===== src/rtl/teclado_cajero.sv =====
// teclado_cajero: keypad front end for the ATM core.
// Turns one-cycle key events into PIN digit strobes, a transaction type and a
// binary amount. It also follows the core's verdicts to sequence one card session.
module teclado_cajero #(
  parameter int PIN_LEN       = 4,
  parameter int MAX_DIG_MONTO = 9,
  parameter int ESPERA_CICLOS = 16
) (
  input  logic        CLK,
  input  logic        RESET,
  input  logic        TARJETA_RECIBIDA,
  input  logic [3:0]  TECLA,
  input  logic        TECLA_VALIDA,
  input  logic        PIN_INCORRECTO,
  input  logic        BLOQUEO,
  input  logic        BALANCE_ACTUALIZADO,
  input  logic        FONDOS_INSUFICIENTES,
  output logic [3:0]  DIGITO,
  output logic        DIGITO_STB,
  output logic        TIPO_TRANS,
  output logic [31:0] MONTO,
  output logic        MONTO_STB,
  output logic [3:0]  ESTADO,
  output logic        ERROR,
  output logic        LISTO
);

  // Counter widths sized from the parameters; the timer never needs to hold ESPERA_CICLOS itself.
  localparam int PW = $clog2(PIN_LEN + 1);
  localparam int CW = $clog2(MAX_DIG_MONTO + 1);
  localparam int TW = (ESPERA_CICLOS > 1) ? $clog2(ESPERA_CICLOS) : 1;

  localparam logic [PW-1:0] PIN_ULTIMO  = PW'(PIN_LEN - 1);
  localparam logic [CW-1:0] MONTO_LLENO = CW'(MAX_DIG_MONTO);
  localparam logic [TW-1:0] TIMER_FIN   = TW'(ESPERA_CICLOS - 1);

  // Key codes above 9.
  localparam logic [3:0] K_ENTER    = 4'hA;
  localparam logic [3:0] K_CANCEL   = 4'hB;
  localparam logic [3:0] K_DEPOSITO = 4'hC;
  localparam logic [3:0] K_RETIRO   = 4'hD;

  // The encoding is the externally visible ESTADO code.
  typedef enum logic [3:0] {
    ST_IDLE       = 4'd0,
    ST_PIN        = 4'd1,
    ST_ESPERA_PIN = 4'd2,
    ST_TIPO       = 4'd3,
    ST_MONTO      = 4'd4,
    ST_ENVIAR     = 4'd5,
    ST_ESPERA_RES = 4'd6,
    ST_FIN        = 4'd7,
    ST_BLOQUEADO  = 4'd8
  } state_t;

  state_t        state;
  logic [PW-1:0] cnt_pin;
  logic [CW-1:0] cnt_monto;
  logic [TW-1:0] timer;

  logic        es_digito;
  logic        es_enter;
  logic        es_cancel;
  logic        es_deposito;
  logic        es_retiro;
  logic [31:0] monto_siguiente;

  // Key decode: only qualified events count; E/F decode to nothing and are ignored.
  assign es_digito   = TECLA_VALIDA && (TECLA <= 4'd9);
  assign es_enter    = TECLA_VALIDA && (TECLA == K_ENTER);
  assign es_cancel   = TECLA_VALIDA && (TECLA == K_CANCEL);
  assign es_deposito = TECLA_VALIDA && (TECLA == K_DEPOSITO);
  assign es_retiro   = TECLA_VALIDA && (TECLA == K_RETIRO);

  // Decimal accumulate without a multiplier: x*10 = x*8 + x*2.
  assign monto_siguiente = (MONTO << 3) + (MONTO << 1) + {28'd0, TECLA};

  assign ESTADO = state;
  assign LISTO  = (state == ST_FIN);

  // Session sequencer: one registered FSM producing every strobe and data output.
  always_ff @(posedge CLK) begin
    if (RESET) begin
      state      <= ST_IDLE;
      DIGITO     <= '0;
      DIGITO_STB <= 1'b0;
      TIPO_TRANS <= 1'b0;
      MONTO      <= '0;
      MONTO_STB  <= 1'b0;
      ERROR      <= 1'b0;
      cnt_pin    <= '0;
      cnt_monto  <= '0;
      timer      <= '0;
    end else begin
      DIGITO_STB <= 1'b0;
      MONTO_STB  <= 1'b0;
      ERROR      <= 1'b0;
      if (!TARJETA_RECIBIDA) begin
        state      <= ST_IDLE;
        TIPO_TRANS <= 1'b0;
        MONTO      <= '0;
        cnt_pin    <= '0;
        cnt_monto  <= '0;
        timer      <= '0;
      end else begin
        case (state)
          ST_IDLE: begin
            state   <= ST_PIN;
            cnt_pin <= '0;
          end
          ST_PIN: begin
            if (BLOQUEO) begin
              state <= ST_BLOQUEADO;
            end else if (PIN_INCORRECTO || es_cancel) begin
              cnt_pin <= '0;
            end else if (es_digito && !DIGITO_STB) begin
              DIGITO     <= TECLA;
              DIGITO_STB <= 1'b1;
              cnt_pin    <= cnt_pin + PW'(1);
              if (cnt_pin == PIN_ULTIMO) begin
                state <= ST_ESPERA_PIN;
                timer <= '0;
              end
            end
          end
          ST_ESPERA_PIN: begin
            if (BLOQUEO) begin
              state <= ST_BLOQUEADO;
            end else if (PIN_INCORRECTO) begin
              state   <= ST_PIN;
              cnt_pin <= '0;
            end else if (timer == TIMER_FIN) begin
              state <= ST_TIPO;
            end else begin
              timer <= timer + TW'(1);
            end
          end
          ST_TIPO: begin
            if (es_deposito || es_retiro) begin
              TIPO_TRANS <= es_retiro;
              MONTO      <= '0;
              cnt_monto  <= '0;
              state      <= ST_MONTO;
            end else if (es_cancel) begin
              state <= ST_FIN;
            end
          end
          ST_MONTO: begin
            if (es_digito) begin
              if (cnt_monto == MONTO_LLENO) begin
                ERROR <= 1'b1;
              end else begin
                MONTO     <= monto_siguiente;
                cnt_monto <= cnt_monto + CW'(1);
              end
            end else if (es_enter) begin
              if (MONTO != 32'd0) begin
                MONTO_STB <= 1'b1;
                state     <= ST_ENVIAR;
              end else begin
                ERROR <= 1'b1;
              end
            end else if (es_cancel) begin
              MONTO     <= '0;
              cnt_monto <= '0;
            end
          end
          ST_ENVIAR: begin
            state <= ST_ESPERA_RES;
            timer <= '0;
          end
          ST_ESPERA_RES: begin
            if (BALANCE_ACTUALIZADO || FONDOS_INSUFICIENTES) begin
              state <= ST_FIN;
            end else if (timer == TIMER_FIN) begin
              ERROR <= 1'b1;
              state <= ST_FIN;
            end else begin
              timer <= timer + TW'(1);
            end
          end
          ST_FIN: begin
            state <= ST_FIN;
          end
          ST_BLOQUEADO: begin
            state <= ST_BLOQUEADO;
          end
          default: begin
            state <= ST_IDLE;
          end
        endcase
      end
    end
  end

endmodule


===== config.mk =====
export PLATFORM = sky130hd
export DESIGN_NAME = teclado_cajero
export DESIGN_NICKNAME = d
export VERILOG_FILES = /design/src/rtl/teclado_cajero.sv
export SDC_FILE = /design/constraint.sdc
export NUM_CORES = 1
export LEC_CHECK = 0
export ABC_AREA = 0
export CAP_MARGIN = 20
export CORE_MARGIN = 4
export CORE_UTILIZATION = 45
export DETAILED_ROUTE_END_ITERATION = 16
export GPL_TIMING_DRIVEN = 0
export PLACE_DENSITY = 0.76
export RECOVER_POWER = 100
export SYNTH_ARGS = -nofsm -noshare
export SYNTH_HDL_FRONTEND = slang
export SYNTH_SLANG_ARGS = --single-unit
export TNS_END_PERCENT = 50

===== constraint.sdc =====
create_clock -name CLK -period 5.5 [get_ports CLK]
set_input_delay 1.375 -clock CLK [delete_from_list [all_inputs] [get_ports CLK]]
set_output_delay 1.375 -clock CLK [all_outputs]
set_load 0.01 [all_outputs]

==> metrics.txt <==
gr usage total 0.194; Synth area leader dfxtp_1; via count ~4200; Die Span X approximately 110 µm; Post-synth top flop dfxtp_1; drt total wl approximately 11 mm; Ys Warns 0; CTS root buf clkbuf_8; WL met2 5.14 mm; RR Endpoint MONTO[30]$_SDFFE_PP0P_; Worst Path Arrival around 5.1 ns; VDD IR max 0.0912 mV; Starting Density 0.461; post-synthesis async set-or-reset flop share 0; Placed Instances 722; unrepaired setup endpoints after global routing false; port bufs between 50 and 60; clock power share 0.376; nets 677; share of the synthesized area in the top cell type 0.258; Area Growth Syn to Fin 19.1%; Setup TNS 0 ns; residual DRC count 0; ANT nets after route 0; NetSw roughly 0.00016 W; initial antenna violation count 0; R2R depth 12; WHS Endpoint cnt_pin[2]$_SDFFE_PP0P_; largest net degree at the start of global routing 16; core footprint slightly above 9000 µm²; Avg WL per Cell roughly 15 µm; Setup Viol. Count Final 0; Sw Share 0.224; Post-synth EDFFs 0; skew final approximately 0.0039 ns; max_cap viols 0; Internal approximately 0.00055 W; DP Wirelength approximately 8.5 mm; final total power roughly 0.00071 W; R2R setup slack around 1.9 ns; crit end category register; Post-Synthesis Net Count 614; hold_sp cnt_pin[2]$_SDFFE_PP0P_; met3 routed WL ~550 µm; Peak Freq 203 MHz; relative max-transition margin 0.311; Max Slew Vio Count 0; register area share after synthesis 0.258; Post-CTS Setup Bufs 0; Req. time, crit path about 5.7 ns; Num CTS Buffers 5; DR pass1 iterations 5; cts repair resizes 0; Cell Area, Synth roughly 4300 µm²; critical path type input port to register; Synth Register Bits 55; TritonCTS clock tree done; Fin. Hold Viols 0; layout cell share with drive strength beyond 1 0.0300; # diodes 0; fin crit share 0.894; first-pass GRT wire length between 15 and 20 mm; CP startpoint kind input port; sequential power share 0.564; Post-Synthesis Cells around 540; worst hold stages 2; synth unique cells slightly below 60; Rows 35; Reg clk slew, reported paths ~0.10 ns; fin cells 729; leakage power about 2.4 nW; Avg Cell Area, Syn between 7 and 8 µm²; Die Y roughly 110 µm; Skew-Pair Late Insertion Delay around 0.31 ns; Worst Tran Pin Value 1.02 ns; Routed met1 length between 4 and 5 mm; H-tree depth 2; Clock Sinks 55; Final GP Congestion approximately 0.90; Hold-fix buffers, CTS 0; DR vias/cell approximately 5.7; Tightest Hold Check Type register to register; CP max FO 4; highest metal used met4; Comb pwr share 0.060; reg2reg start MONTO[0]$_SDFFE_PP0P_; total grt overflow 0; number of global-route vias before repair between 3000 and 4000; Synth area leaders dfxtp_1 (26%), ha_1 (18%), a21oi_1 (6.6%), nor2_1 (5.0%), nand2_1 (4.8%); initial drt markers around 200; I/O pin cnt between 50 and 60; PwrDens between 100 and 150 nW/µm²; Die ar. 11100 µm²; final critical-path required period 4.92 ns; outcome finished clean; deepest clock path buffer count 2
## through the flow
step	util	setup slack [ns]	hold slack [ns]	area [µm²]
finish	0.549	0.582	0.460	5080
global route	0.549	0.340	0.491	5080
CTS	0.550	0.742	0.465	5090
detailed placement	0.539	0.422	0.450	4980
global placement	0.539	0.482	0.441	4980
floorplan	-	1.48	0.432	4260
## layer usage
| layer | global-route usage | vias to the layer above |
|---|---|---|
| met5 | 0 | - |
| met4 | 0.0740 | 0 |
| met3 | 0.0312 | 25 |
| met2 | 0.331 | 127 |
| met1 | 0.245 | 1934 |
| li1 | - | 2084 |
## Yosys cell counts (2+ instances only)
cell type / number
fa_1: 2
xnor2_1: 13
and2_1: 2
dfxtp_1: 55
nor3b_1: 2
ha_1: 63
a21boi_0: 3
inv_1: 15
clkbuf_1: 12
a21oi_1: 56
nand3_1: 20
nor2_1: 57
nor4_1: 11
nor2b_1: 9
a221oi_1: 2
or3_1: 7
nand2_1: 55
buf_2: 3
o21ai_1: 3
nand2b_1: 7
o21ai_0: 33
a211oi_1: 2
nand4_1: 6
and3_1: 4
nor3_1: 8
o211ai_1: 4
a22oi_1: 8
a2111oi_0: 2
xor2_1: 15
o21a_1: 2
a21o_1: 16
a31oi_1: 5
nand3b_1: 3
a311oi_1: 2
nand4b_1: 2
mux2i_1: 5
buf_4: 2
## state kept, by name, summed over array words and instances, names as in the netlist
name,flops
MONTO,32
DIGITO,4
ESTADO,4
cnt_monto,4
timer,4
cnt_pin,3
DIGITO_STB,1
ERROR,1
MONTO_STB,1
TIPO_TRANS,1
## power groups by stage
| stage | combinational (W) | clock (W) | sequential [W] |
|---|---|---|---|
| 6_report | 0.0000427 | 0.000266 | 0.000400 |
| 5_1_grt | 0.0000471 | 0.000287 | 0.000400 |
| 4_1_cts | 0.0000435 | 0.000273 | 0.000400 |
| 3_5_place_dp | 0.0000434 | 0 | 0.000409 |
| 3_3_place_gp | 0.0000424 | 0 | 0.000409 |
| 2_1_floorplan | 0.0000227 | 0 | 0.000409 |
## final cells by class
cell class              instances  area, µm²
plain buffers                  18       78.8
clock buffers                   6       72.6
clock inverters                 1       30.0
fillers                       854       4160
inverters                      15       56.3
multi-input cells             449       3020
flip-flops and latches         55       1100
well taps                     129        161
repair buffers                 56        561
## worst max-delay path by stage
stage / start / end / slack [ns]
after floorplan: TECLA[3] / MONTO[20]$_SDFFE_PP0P_ / 1.48
after CTS: TECLA[3] / MONTO[20]$_SDFFE_PP0P_ / 0.74
after global routing: TECLA[3] / MONTO[30]$_SDFFE_PP0P_ / 0.34
after detailed placement: TECLA[3] / MONTO[20]$_SDFFE_PP0P_ / 0.42
final: TECLA[3] / MONTO[30]$_SDFFE_PP0P_ / 0.58
after global placement: TECLA[3] / MONTO[20]$_SDFFE_PP0P_ / 0.48
## cell families (layout without fill, tap and decap cells)
kind of cell,after synthesis,in the layout,synth area share
adders and majority gates,65,65,0.194
buffers and inverters,33,96,0.0317
muxes,5,5,0.0117
AOI/OAI and AO/OA,152,152,0.221
DFF,55,55,0.258
and+or+nand+nor,199,199,0.225
xor gates and xnor gates,28,28,0.0575
## worst max-delay path, stage by stage
cell           delay, ns
dlygate4sd3_1       0.61
inv_1               0.11
fa_1                0.54
inv_1               0.07
fa_1                0.48
a21oi_1             0.21
o211ai_1            0.12
a31oi_1             0.46
a2111oi_0           0.25
o21ai_0             0.41
a211oi_1            0.15
xnor2_1             0.23
o21ai_0             0.10
## cells in the final DEF (no fill, tap or decap), types with 3 or more instances in the layout
cell             Yosys  routed
ha_1                63      63
nor2_1              57      57
a21oi_1             56      56
dfxtp_1             55      55
nand2_1             55      55
dlygate4sd3_1        0      48
o21ai_0             33      36
nand3_1             20      20
a21o_1              16      16
inv_1               15      15
xor2_1              15      15
clkbuf_1            12      14
xnor2_1             13      13
nor4_1              11      11
nor2b_1              9       9
nor3_1               8       8
a22oi_1              8       8
clkdlybuf4s50_1      0       8
nand2b_1             7       7
or3_1                7       7
nand4_1              6       6
a31oi_1              5       5
mux2i_1              5       5
clkbuf_8             0       5
o211ai_1             4       4
and3_1               4       4
buf_2                3       3
nand3b_1             3       3
a21boi_0             3       3
a2111oi_0            2       3
Power figures use the tool's default switching activity.
